**src/rtl/jpeg_byte_serializer.sv**
```systemverilog
// Purpose: turns variable-length 128-bit encoder words into one image-buffer byte write per cycle.
// Latency: first byte is written the cycle after a word is accepted; an n-byte word takes n write cycles.
// Backpressure: ready_out drops while a word is held and returns one cycle after its last byte.
module jpeg_byte_serializer #(
    parameter int BUFFER_BYTES = 40000
) (
    input  logic         clock_in,
    input  logic         reset_n_in,
    input  logic         start_capture_in,
    input  logic [127:0] data_in,
    input  logic [4:0]   bytes_valid_in,
    input  logic         data_valid_in,
    input  logic         image_valid_in,
    output logic         ready_out,
    output logic [15:0]  write_address_out,
    output logic [7:0]   write_data_out,
    output logic         write_enable_out,
    output logic [15:0]  bytes_available_out,
    output logic         capture_done_out,
    output logic         overflow_out
);

    // Write addresses run 0..BUFFER_BYTES-1; the counter itself may reach BUFFER_BYTES.
    localparam logic [15:0] BUF_LIMIT = BUFFER_BYTES[15:0];

    typedef enum logic [1:0] {
        ST_IDLE,
        ST_ACTIVE,
        ST_DONE
    } state_t;

    state_t         state_q;
    logic           start_prev_q;
    logic           ready_q;
    logic           busy_q;       // holding register occupied (including the gap cycle)
    logic [4:0]     left_q;       // bytes still to write after the current one
    logic [127:0]   hold_q;       // remaining bytes, next byte always in [127:120]
    logic           end_pend_q;
    logic [15:0]    addr_q;
    logic [15:0]    avail_q;
    logic           overflow_q;
    logic           done_q;
    logic           we_q;
    logic [15:0]    waddr_q;
    logic [7:0]     wdata_q;

    logic           start_edge;
    logic [4:0]     n_clamp;
    logic           accept;
    logic           consume;
    logic [7:0]     cur_byte;
    logic           has_room;

    // Decode this cycle's events: start edge, word acceptance and byte consumption.
    always_comb begin
        start_edge = start_capture_in & ~start_prev_q;
        n_clamp    = (bytes_valid_in > 5'd16) ? 5'd16 : bytes_valid_in;
        accept     = (state_q == ST_ACTIVE) && ready_q && data_valid_in &&
                     (n_clamp != 5'd0) && !start_edge;
        consume    = accept || (busy_q && (left_q != 5'd0) && !start_edge);
        cur_byte   = accept ? data_in[127:120] : hold_q[127:120];
        has_room   = addr_q < BUF_LIMIT;
    end

    // Capture FSM: start handling, serialisation, buffer-full dropping and end-of-image.
    always_ff @(posedge clock_in or negedge reset_n_in) begin
        if (!reset_n_in) begin
            state_q      <= ST_IDLE;
            start_prev_q <= 1'b0;
            ready_q      <= 1'b0;
            busy_q       <= 1'b0;
            left_q       <= 5'd0;
            hold_q       <= '0;
            end_pend_q   <= 1'b0;
            addr_q       <= 16'd0;
            avail_q      <= 16'd0;
            overflow_q   <= 1'b0;
            done_q       <= 1'b0;
            we_q         <= 1'b0;
            waddr_q      <= 16'd0;
            wdata_q      <= 8'd0;
        end else begin
            start_prev_q <= start_capture_in;
            we_q         <= 1'b0;
            if (start_edge) begin
                // A start edge discards any partial word and restarts at address 0.
                state_q    <= ST_ACTIVE;
                ready_q    <= 1'b1;
                busy_q     <= 1'b0;
                left_q     <= 5'd0;
                hold_q     <= '0;
                end_pend_q <= 1'b0;
                addr_q     <= 16'd0;
                avail_q    <= 16'd0;
                overflow_q <= 1'b0;
                done_q     <= 1'b0;
                waddr_q    <= 16'd0;
                wdata_q    <= 8'd0;
            end else begin
                case (state_q)
                    ST_ACTIVE: begin
                        if (consume) begin
                            if (has_room) begin
                                we_q    <= 1'b1;
                                waddr_q <= addr_q;
                                wdata_q <= cur_byte;
                                addr_q  <= addr_q + 16'd1;
                                avail_q <= addr_q + 16'd1;
                            end else begin
                                // Buffer full: the byte still costs a cycle but is dropped.
                                overflow_q <= 1'b1;
                            end
                        end
                        if (accept) begin
                            busy_q  <= 1'b1;
                            ready_q <= 1'b0;
                            left_q  <= n_clamp - 5'd1;
                            hold_q  <= {data_in[119:0], 8'h00};
                            if (image_valid_in) begin
                                end_pend_q <= 1'b1;
                            end
                        end else if (busy_q) begin
                            if (left_q != 5'd0) begin
                                left_q <= left_q - 5'd1;
                                hold_q <= {hold_q[119:0], 8'h00};
                                if (image_valid_in) begin
                                    end_pend_q <= 1'b1;
                                end
                            end else begin
                                // Gap cycle after the last byte: finish the image or reopen.
                                busy_q <= 1'b0;
                                hold_q <= '0;
                                if (end_pend_q || image_valid_in) begin
                                    state_q    <= ST_DONE;
                                    done_q     <= 1'b1;
                                    end_pend_q <= 1'b0;
                                end else begin
                                    ready_q <= 1'b1;
                                end
                            end
                        end else if (image_valid_in) begin
                            state_q <= ST_DONE;
                            done_q  <= 1'b1;
                            ready_q <= 1'b0;
                        end
                    end
                    ST_DONE: begin
                        ready_q <= 1'b0;
                        done_q  <= 1'b1;
                    end
                    default: begin
                        ready_q <= 1'b0;
                    end
                endcase
            end
        end
    end

    assign ready_out           = ready_q;
    assign write_address_out   = waddr_q;
    assign write_data_out      = wdata_q;
    assign write_enable_out    = we_q;
    assign bytes_available_out = avail_q;
    assign capture_done_out    = done_q;
    assign overflow_out        = overflow_q;

endmodule

```
**config.mk**
```make
export PLATFORM = sky130hd
export DESIGN_NAME = jpeg_byte_serializer
export DESIGN_NICKNAME = d
export VERILOG_FILES = /design/src/rtl/jpeg_byte_serializer.sv
export SDC_FILE = /design/constraint.sdc
export NUM_CORES = 1
export LEC_CHECK = 0
export ABC_AREA = 1
export CAP_MARGIN = 25
export CELL_PAD_IN_SITES_DETAIL_PLACEMENT = 1
export CELL_PAD_IN_SITES_GLOBAL_PLACEMENT = 2
export CORE_ASPECT_RATIO = 0.9
export CORE_UTILIZATION = 32
export CTS_CLUSTER_SIZE = 10
export DETAILED_ROUTE_END_ITERATION = 8
export GPL_ROUTABILITY_DRIVEN = 0
export GPL_TIMING_DRIVEN = 1
export PLACE_DENSITY = 0.94
export SLEW_MARGIN = 40
export SYNTH_ARGS = -nofsm -noshare
export SYNTH_HDL_FRONTEND = slang
export SYNTH_SLANG_ARGS = --single-unit
```
**constraint.sdc**
```tcl
create_clock -name clock_in -period 3.75 [get_ports clock_in]
set_input_delay 0.375 -clock clock_in [delete_from_list [all_inputs] [get_ports clock_in]]
set_output_delay 0.375 -clock clock_in [all_outputs]
set_load 0.1 [all_outputs]
```
==> impl_table.tex <==
\begin{tabular}{lr}
\hline
Metric & Value \\
\hline
\multicolumn{2}{l}{\textbf{Power}} \\
\quad Total design power & $\sim$6.9 mW \\
\quad Static Leakage & a little under 5 nW \\
\quad Max VDD drop & around 0.31 mV \\
\quad Power density over cell area & 623 nW/um\^{}2 \\
\multicolumn{2}{l}{\textbf{Global route}} \\
\quad Number of global-route vias before repair & 8305 \\
\quad Pin count of the biggest net entering global routing & between 90 and 100 \\
\quad Gr usage total & between 10\% and 20\% \\
\quad Antenna violations before repair & 2 \\
\quad Leftover overflow at the end of global routing & 0 \\
\quad Wire length of the first global-routing pass & between 40000 and 50000 um \\
\multicolumn{2}{l}{\textbf{Setup path}} \\
\quad Critical setup path kind & in -> reg \\
\quad Critical Path End Type & flop \\
\quad R2R Setup Slk & about 940 ps \\
\quad Maximum fanout encountered on the critical timing path & 35 \\
\quad Reg-to-reg critical path startpoint & start\_prev\_q \\
\quad Signal arrival time at the worst endpoint & 3190 ps \\
\quad Capture point of the worst reg-to-reg path & write\_address\_out[15] \\
\quad Length in cells of the worst reg-to-reg path & 8 \\
\quad Required @ worst endpoint & 4080 ps \\
\quad Kind of launch point of the worst setup path & primary input \\
\multicolumn{2}{l}{\textbf{CTS}} \\
\quad Hold-fix buffers at CTS & 0 \\
\quad Buffer depth of the longest clock path & 2 \\
\quad Clock buffers created by TritonCTS & 17 \\
\quad Clock edge transition at the registers on the reported setup and hold paths & around 80 ps \\
\quad Clk\_lat worst skew & 440 ps \\
\quad TritonCTS clock tree & yes \\
\quad CTS root buffer & sky130\_fd\_sc\_hd\_\_clkbuf\_16 \\
\quad Count of H-tree levels built during CTS & 4 \\
\quad \# Post-CTS Setup Buffers & 0 \\
\quad Post-cts sizing count & 0 \\
\quad Clk sink count & around 170 \\
\multicolumn{2}{l}{\textbf{Yosys}} \\
\quad Avg Cell Area, Syn & 8.33 sq um \\
\quad Post-synthesis cell area & around 8700 sq um \\
\quad Sequential cell area fraction in the yosys report & around half \\
\quad Leading area contributor after synthesis & sky130\_fd\_sc\_hd\_\_dfrtp\_1 \\
\quad Top post-synthesis cells by area & sky130\_fd\_sc\_hd\_\_dfrtp\_1, sky130\_fd\_sc\_hd\_\_o21ai\_0, sky130\_fd\_sc\_hd\_\_nand2\_1 \\
\quad Total nets after synthesis & approximately 1200 \\
\quad Area share of the largest cell type after synthesis & between 40 and 50\% \\
\quad Primary flip-flop cell chosen by synthesis mapping & sky130\_fd\_sc\_hd\_\_dfrtp\_1 \\
\quad Count of flip-flops with a built-in enable after synthesis & 0 \\
\quad Post-synthesis sequential element count & 174 \\
\quad Post-synthesis async set-or-reset flop share & between 90\% and 100\% \\
\quad Synth warnings & 0 \\
\quad Number of distinct library cells after synthesis & 34 \\
\quad Mapped Cells & between 1000 and 1500 \\
\multicolumn{2}{l}{\textbf{Worst hold path}} \\
\quad Path category of the worst min-delay check & in -> async \\
\multicolumn{2}{l}{\textbf{Timing}} \\
\quad Worst Hold Slack & -49.4 ps \\
\quad Transition time at the pin with the least slew margin & 814 ps \\
\quad Final Hold Viols & 17 \\
\quad Maximum frequency from static timing analysis & 0.349 GHz \\
\quad RSZ-0062 raised after global routing & false \\
\quad Final Critical Period & 2870 ps \\
\quad Final setup viols & 0 \\
\quad Max-slew violation count & 0 \\
\quad Headroom to the max-slew limit & between 40\% and 50\% \\
\quad Sum of negative setup slack & 0 ps \\
\quad Period Utilization, post-route & 76.4\% \\
\quad Setup Skew & 13.4 ps \\
\quad Setup WS post-layout & 883 ps \\
\multicolumn{2}{l}{\textbf{Drt}} \\
\quad Drt first-iter violations & 535 \\
\quad Routed WL & around 26000 um \\
\quad Number of nets with antenna violations after detailed routing & 0 \\
\quad DRC & 0 \\
\quad Drt first pass iters & 6 \\
\quad Via count & 7803 \\
\quad Vias per inst & just over 5 \\
\quad Routed wire length per instance & 16.8 um \\
\multicolumn{2}{l}{\textbf{Cells and area}} \\
\quad Area growth from synthesis to layout & 27.5\% \\
\quad Total number of nets in the final design & approximately 1300 \\
\quad Share of layout cells above drive strength 1 & under 10\% \\
\quad Final instance area & between 10000 and 15000 sq um \\
\quad Post-layout instance count excluding filler cells & 1547 \\
\quad Fillcell total & between 3000 and 4000 \\
\quad Utilization after layout & roughly 42\% \\
\multicolumn{2}{l}{\textbf{Die}} \\
\quad Die X & $\sim$180 um \\
\quad Core footprint & roughly 26000 sq um \\
\quad Initial standard-cell utilization of the core & between 30 and 40\% \\
\quad Standard-cell rows & between 50 and 60 \\
\quad Overall die height & approximately 160 um \\
\quad I/O Pins & $\sim$180 \\
\quad Total die area & between 20000 and 30000 sq um \\
\multicolumn{2}{l}{\textbf{Run}} \\
\quad Count of max-cap constraint violations & 0 \\
\multicolumn{2}{l}{\textbf{Place}} \\
\quad Cell Area, Placed & between 10000 and 15000 sq um \\
\quad Place WS & 460 ps \\
\quad Count of input and output buffers & 181 \\
\quad Detail Placement HPWL & about 18000 um \\
\quad Number of placed instances, taps included & approximately 1500 \\
\multicolumn{2}{l}{\textbf{Outcome}} \\
\quad Violations in the final reports & hold timing \\
\quad Outcome & finished with violations \\
\hline
\end{tabular}
## cells by family (layout without fill, tap and decap cells)
group / Yosys count / count (layout) / synth area share, %
and+or+nand+nor: 349 / 349 / 17.3
AOI/OAI and AO/OA: 310 / 310 / 21.1
buffers and inverters: 198 / 349 / 10.0
DFF: 174 / 174 / 49.9
xor gates and xnor gates: 14 / 14 / 1.41
adders and majority gates: 2 / 2 / 0.287
other: 0 / 1 / 0
## worst max-delay path, stage by stage
cell                              delay [ps]
sky130_fd_sc_hd__clkdlybuf4s50_1         480
sky130_fd_sc_hd__inv_1                    70
sky130_fd_sc_hd__nor2_4                  340
sky130_fd_sc_hd__inv_2                   260
sky130_fd_sc_hd__nand2_1                 240
sky130_fd_sc_hd__inv_1                   140
sky130_fd_sc_hd__nor2_4                  570
sky130_fd_sc_hd__inv_2                   450
sky130_fd_sc_hd__nand2_1                 170
sky130_fd_sc_hd__nand2_1                  70
## routing by layer
| metal | vias to the layer above | global-route usage (%) | part of all wire (%) |
|---|---|---|---|
| met5 | - | 0 | 0.066 |
| met4 | 2 | 5.47 | 1.4 |
| met3 | 24 | 3.51 | 3.7 |
| met2 | 165 | 31.9 | 47 |
| met1 | 3823 | 26.8 | 48 |
| li1 | 3789 | - | - |
## flip-flops by register name, summed over array words and instances (netlist names)
name and flops:
end_pend_q 1, ready_out 1, write_address_out 16, overflow_out 1, write_data_out 8, busy_q 1
state_q 2, start_prev_q 1, write_enable_out 1, left_q 5, capture_done_out 1, bytes_available_out 16
hold_q 120
## power by group
part	internal, mW	total (mW)	switching [mW]
Combinational	0.628	2.50	1.87
Clock	0.953	1.82	0.862
Sequential	2.30	2.61	0.310
## cells in the mapped netlist, types with 2 or more instances
| library cell | n |
|---|---|
| sky130_fd_sc_hd__a21oi_1 | 3 |
| sky130_fd_sc_hd__o21ai_2 | 2 |
| sky130_fd_sc_hd__nand3_2 | 3 |
| sky130_fd_sc_hd__dfrtp_1 | 174 |
| sky130_fd_sc_hd__nor3_1 | 4 |
| sky130_fd_sc_hd__a22o_1 | 2 |
| sky130_fd_sc_hd__a22oi_1 | 7 |
| sky130_fd_sc_hd__o21ai_0 | 175 |
| sky130_fd_sc_hd__inv_2 | 7 |
| sky130_fd_sc_hd__ha_1 | 2 |
| sky130_fd_sc_hd__xor2_1 | 13 |
| sky130_fd_sc_hd__a31oi_1 | 34 |
| sky130_fd_sc_hd__nand3_1 | 55 |
| sky130_fd_sc_hd__nand2_2 | 6 |
| sky130_fd_sc_hd__clkbuf_1 | 26 |
| sky130_fd_sc_hd__buf_4 | 11 |
| sky130_fd_sc_hd__nand4_1 | 9 |
| sky130_fd_sc_hd__o211ai_1 | 78 |
| sky130_fd_sc_hd__nor2_1 | 59 |
| sky130_fd_sc_hd__buf_2 | 28 |
| sky130_fd_sc_hd__nand3b_1 | 4 |
| sky130_fd_sc_hd__o21ai_1 | 6 |
| sky130_fd_sc_hd__inv_1 | 117 |
| sky130_fd_sc_hd__buf_6 | 7 |
| sky130_fd_sc_hd__nor2_4 | 4 |
| sky130_fd_sc_hd__nand2_1 | 203 |
## cell type report
| cell class | count | area, sq um | area share, % |
|---|---|---|---|
| Inverter | 124 | 470 | 4.23 |
| Clock inverter | 15 | 168 | 1.51 |
| Clock buffer | 17 | 425 | 3.83 |
| Multi-Input combinational cell | 675 | 3500 | 31.5 |
| Sequential cell | 174 | 4350 | 39.2 |
| Tap cell | 348 | 435 | 3.92 |
| Antenna cell | 1 | 2.50 | 0.0225 |
| Timing Repair Buffer | 193 | 1760 | 15.8 |
## cells in the final DEF (no fill, tap or decap), types with 3 or more instances in the layout
| master | synthesis | routed |
|---|---|---|
| sky130_fd_sc_hd__xor2_1 | 13 | 13 |
| sky130_fd_sc_hd__dfrtp_1 | 174 | 174 |
| sky130_fd_sc_hd__nor2_1 | 59 | 59 |
| sky130_fd_sc_hd__buf_2 | 28 | 44 |
| sky130_fd_sc_hd__nand3b_1 | 4 | 4 |
| sky130_fd_sc_hd__buf_12 | 0 | 6 |
| sky130_fd_sc_hd__nor2_4 | 4 | 4 |
| sky130_fd_sc_hd__buf_4 | 11 | 6 |
| sky130_fd_sc_hd__inv_6 | 0 | 4 |
| sky130_fd_sc_hd__a22oi_1 | 7 | 7 |
| sky130_fd_sc_hd__nand2_1 | 203 | 203 |
| sky130_fd_sc_hd__nand2_2 | 6 | 6 |
| sky130_fd_sc_hd__a31oi_1 | 34 | 34 |
| sky130_fd_sc_hd__nand4_1 | 9 | 9 |
| sky130_fd_sc_hd__clkdlybuf4s50_1 | 0 | 136 |
| sky130_fd_sc_hd__o21ai_0 | 175 | 175 |
| sky130_fd_sc_hd__inv_2 | 7 | 6 |
| sky130_fd_sc_hd__nand3_1 | 55 | 55 |
| sky130_fd_sc_hd__o21ai_1 | 6 | 6 |
| sky130_fd_sc_hd__inv_8 | 0 | 5 |
| sky130_fd_sc_hd__inv_1 | 117 | 116 |
| sky130_fd_sc_hd__clkbuf_16 | 0 | 17 |
| sky130_fd_sc_hd__o211ai_1 | 78 | 78 |
| sky130_fd_sc_hd__a21oi_1 | 3 | 3 |
| sky130_fd_sc_hd__nor3_1 | 4 | 4 |
## worst max-delay path by stage
| stage | start | endpoint | slack [ps] |
|---|---|---|---|
| floorplan | ready_out | left_q[2] | 1240 |
| global placement | start_capture_in | write_address_out[0] | 540 |
| detailed placement | start_capture_in | write_address_out[15] | 460 |
| CTS | start_capture_in | write_address_out[15] | 910 |
| global route | start_capture_in | write_data_out[4] | 610 |
| finish | start_capture_in | write_address_out[15] | 880 |
No activity file was read; power rests on OpenSTA's default activity.
==> patch: new RTL, same flow settings <==
The parameter `BUFFER_BYTES` goes from 40000 to 30000.
--- a/src/rtl/jpeg_byte_serializer.sv
+++ b/src/rtl/jpeg_byte_serializer.sv
@@ -2,7 +2,7 @@
 // Latency: first byte is written the cycle after a word is accepted; an n-byte word takes n write cycles.
 // Backpressure: ready_out drops while a word is held and returns one cycle after its last byte.
 module jpeg_byte_serializer #(
-    parameter int BUFFER_BYTES = 40000
+    parameter int BUFFER_BYTES = 30000
 ) (
     input  logic         clock_in,
     input  logic         reset_n_in,
Formal check against the unedited RTL: no difference found for any inputs over 4 cycles, from zero or initial values and one cycle with reset_n_in low; that may be too few to reach the edited logic, so the function may still have changed.
==> patch against the unedited design <==
Cell count is 0.65% lower. Sequential cell count stayed put. Wire length is 0.15% higher. Worst setup slack better by 0.45 ns. Synthesized cell count is 1.1% lower. Cell area is 0.53% higher. Critical path type unchanged. First-iteration DRC count is 6.7% lower. Largest cell class unchanged. Synthesized area is 0.16% higher. Combinational power is 22% lower. Power is 7.2% lower.
==> patch: results (changes against the unedited design) <==
status=finished, final reports clean; top cells by area, synth=dfrtp_1, nand2_1, nand3_1; nets=1,314 (-0.83%); clock root buffer=clkbuf_16; worst-path maximum fanout=50 (+43%); hold_sp=start_capture_in; Biggest register=hold_q; Warnings, synthesis=0 (unchanged); asr flop ratio synth=100% (unchanged); pin count of the biggest net entering global routing=109 (+20%); Clock Skew=0.0165 ns (+0.00309 ns); total track usage=19.5% (-0.14 points); DRT iter0 DRCs=499 (-6.7%); CTS H-tree lvls=4 (unchanged); Pre-Repair DR Iteration Count=4 (-2); leakage power=4.92 nW (+0.52%); initial antenna violation count=4 (+2); Clock Latency Late Sink=0.43 ns; sequential area share after synthesis=49.9% (-0.079 points); pre-CTS WS=0.927 ns (+0.467 ns); post_cts resized=0 (unchanged); first-pass GRT wire length=43,700 um (+0.48%); Post-DP HPWL=17,600 um (+0.11%); Commonest cells post-synth=nand2_1, dfrtp_1, nand3_1; clock transition at the registers of the reported paths=0.08 ns (about the same); placed cell area=10,600 um2 (+0.68%); max reg flops=120 (unchanged); DR vias=7,853 (+0.64%); Min-Delay Path Class=in2reg; Peak VDD IR=0.348 mV (+12%); vias in the first global route=8,308 (+0.036%); Distinct cells, synth=35 (+2.9%); syn_nets=1,175 (-1.0%); reg-to-reg startpoint=start_prev_q; IO buf count=181 (unchanged); total CTS buffers=17 (unchanged); Primary FF master, synth=dfrtp_1; clock buffer depth=2 (unchanged); Least-Margin Pin Slew=0.813 ns (-0.000942 ns); layout cells sized above 1=11.5% (+1.9 points); DR WL/cell=16.9 um (+0.81%); arrival time at the worst endpoint=2.72 ns (-0.47 ns); crit path launch=start_capture_in
==> patch: changes by cell type after synthesis, sizes merged, moves of 4 or more <==
cell,before,now
o21ai,183,95
a22oi,7,18
nand2,209,216
inv,124,92
nor2,64,79
o211ai,78,43
a22o,2,6
a31oi,34,69
nand3b,4,12
nand3,58,118
buf,47,52
nor3,4,8
==> patch: path summary, 6_finish.rpt <==
kind | end | slack, ns | cells past startpoint
min in group asynchronous | hold_q[33] | 0.51 | 2
max | hold_q[96] | 1.33 | 10
max in group asynchronous | write_data_out[6] | 2.52 | 3
min | start_prev_q | 0.45 | 1
min reg2reg | hold_q[106] | 0.49 | 2
max reg2reg | hold_q[96] | 1.42 | 8
==> patch: metrics by stage <==
step	power, mW	instances	hold WS, ns
global route	6.87	1535	0.424
floorplan	4.05	1035	0.0794
global placement	4.64	1502	0.466
detailed placement	4.69	1502	0.398
finish	6.42	1537	0.449
CTS	6.51	1535	0.431
==> patch: final cells by class <==
class,instances,area (um2)
Antenna cell,2,5.00
Clock buffer,18,439
Clock inverter,14,151
Fill cell,3078,15200
Inverter,92,352
Multi-Input combinational cell,693,3670
Sequential cell,174,4350
Tap cell,348,435
Timing Repair Buffer,196,1760
==> patch: what timing repair did <==
| item | in CTS | in global routing |
|---|---|---|
| setup buffers | 0 | 0 |
| setup endpoints to repair | 0 | 0 |
| hold buffers | 1 | 0 |
| endpoints found under the hold margin | 106 | 0 |
==> patch: cells by family after synthesis <==
group | count (synthesis) | synth area share, %
AO/OA/AOI/OAI | 239 | 16.8
XOR/XNOR | 11 | 1.10
adder cells (fa/ha/maj) | 2 | 0.286
buffers and inverters | 168 | 8.34
flip-flops | 174 | 49.9
AND/OR/NAND/NOR | 441 | 23.6
==> patch: worst max-delay path, cell delays in order <==
cell and delay (ns):
clkdlybuf4s50_1 0.50, inv_1 0.08, nor2_4 0.16, inv_2 0.14, nand3_2 0.15, buf_4 0.40
buf_4 0.45, o21ai_0 0.20, o211ai_1 0.13, o21ai_1 0.09
==> patch: report_power, final <==
group	switching (mW)	internal (mW)	total [mW]
registers	0.266	2.40	2.67
logic	1.30	0.662	1.96
clock network	0.834	0.960	1.79
==> patch: metal layers <==
layer | share of wire, % | global-route usage, %
met5 | 0.050 | 0
met1 | 46 | 25.6
met3 | 4.7 | 4.09
met4 | 1.4 | 5.30
met2 | 48 | 32.1
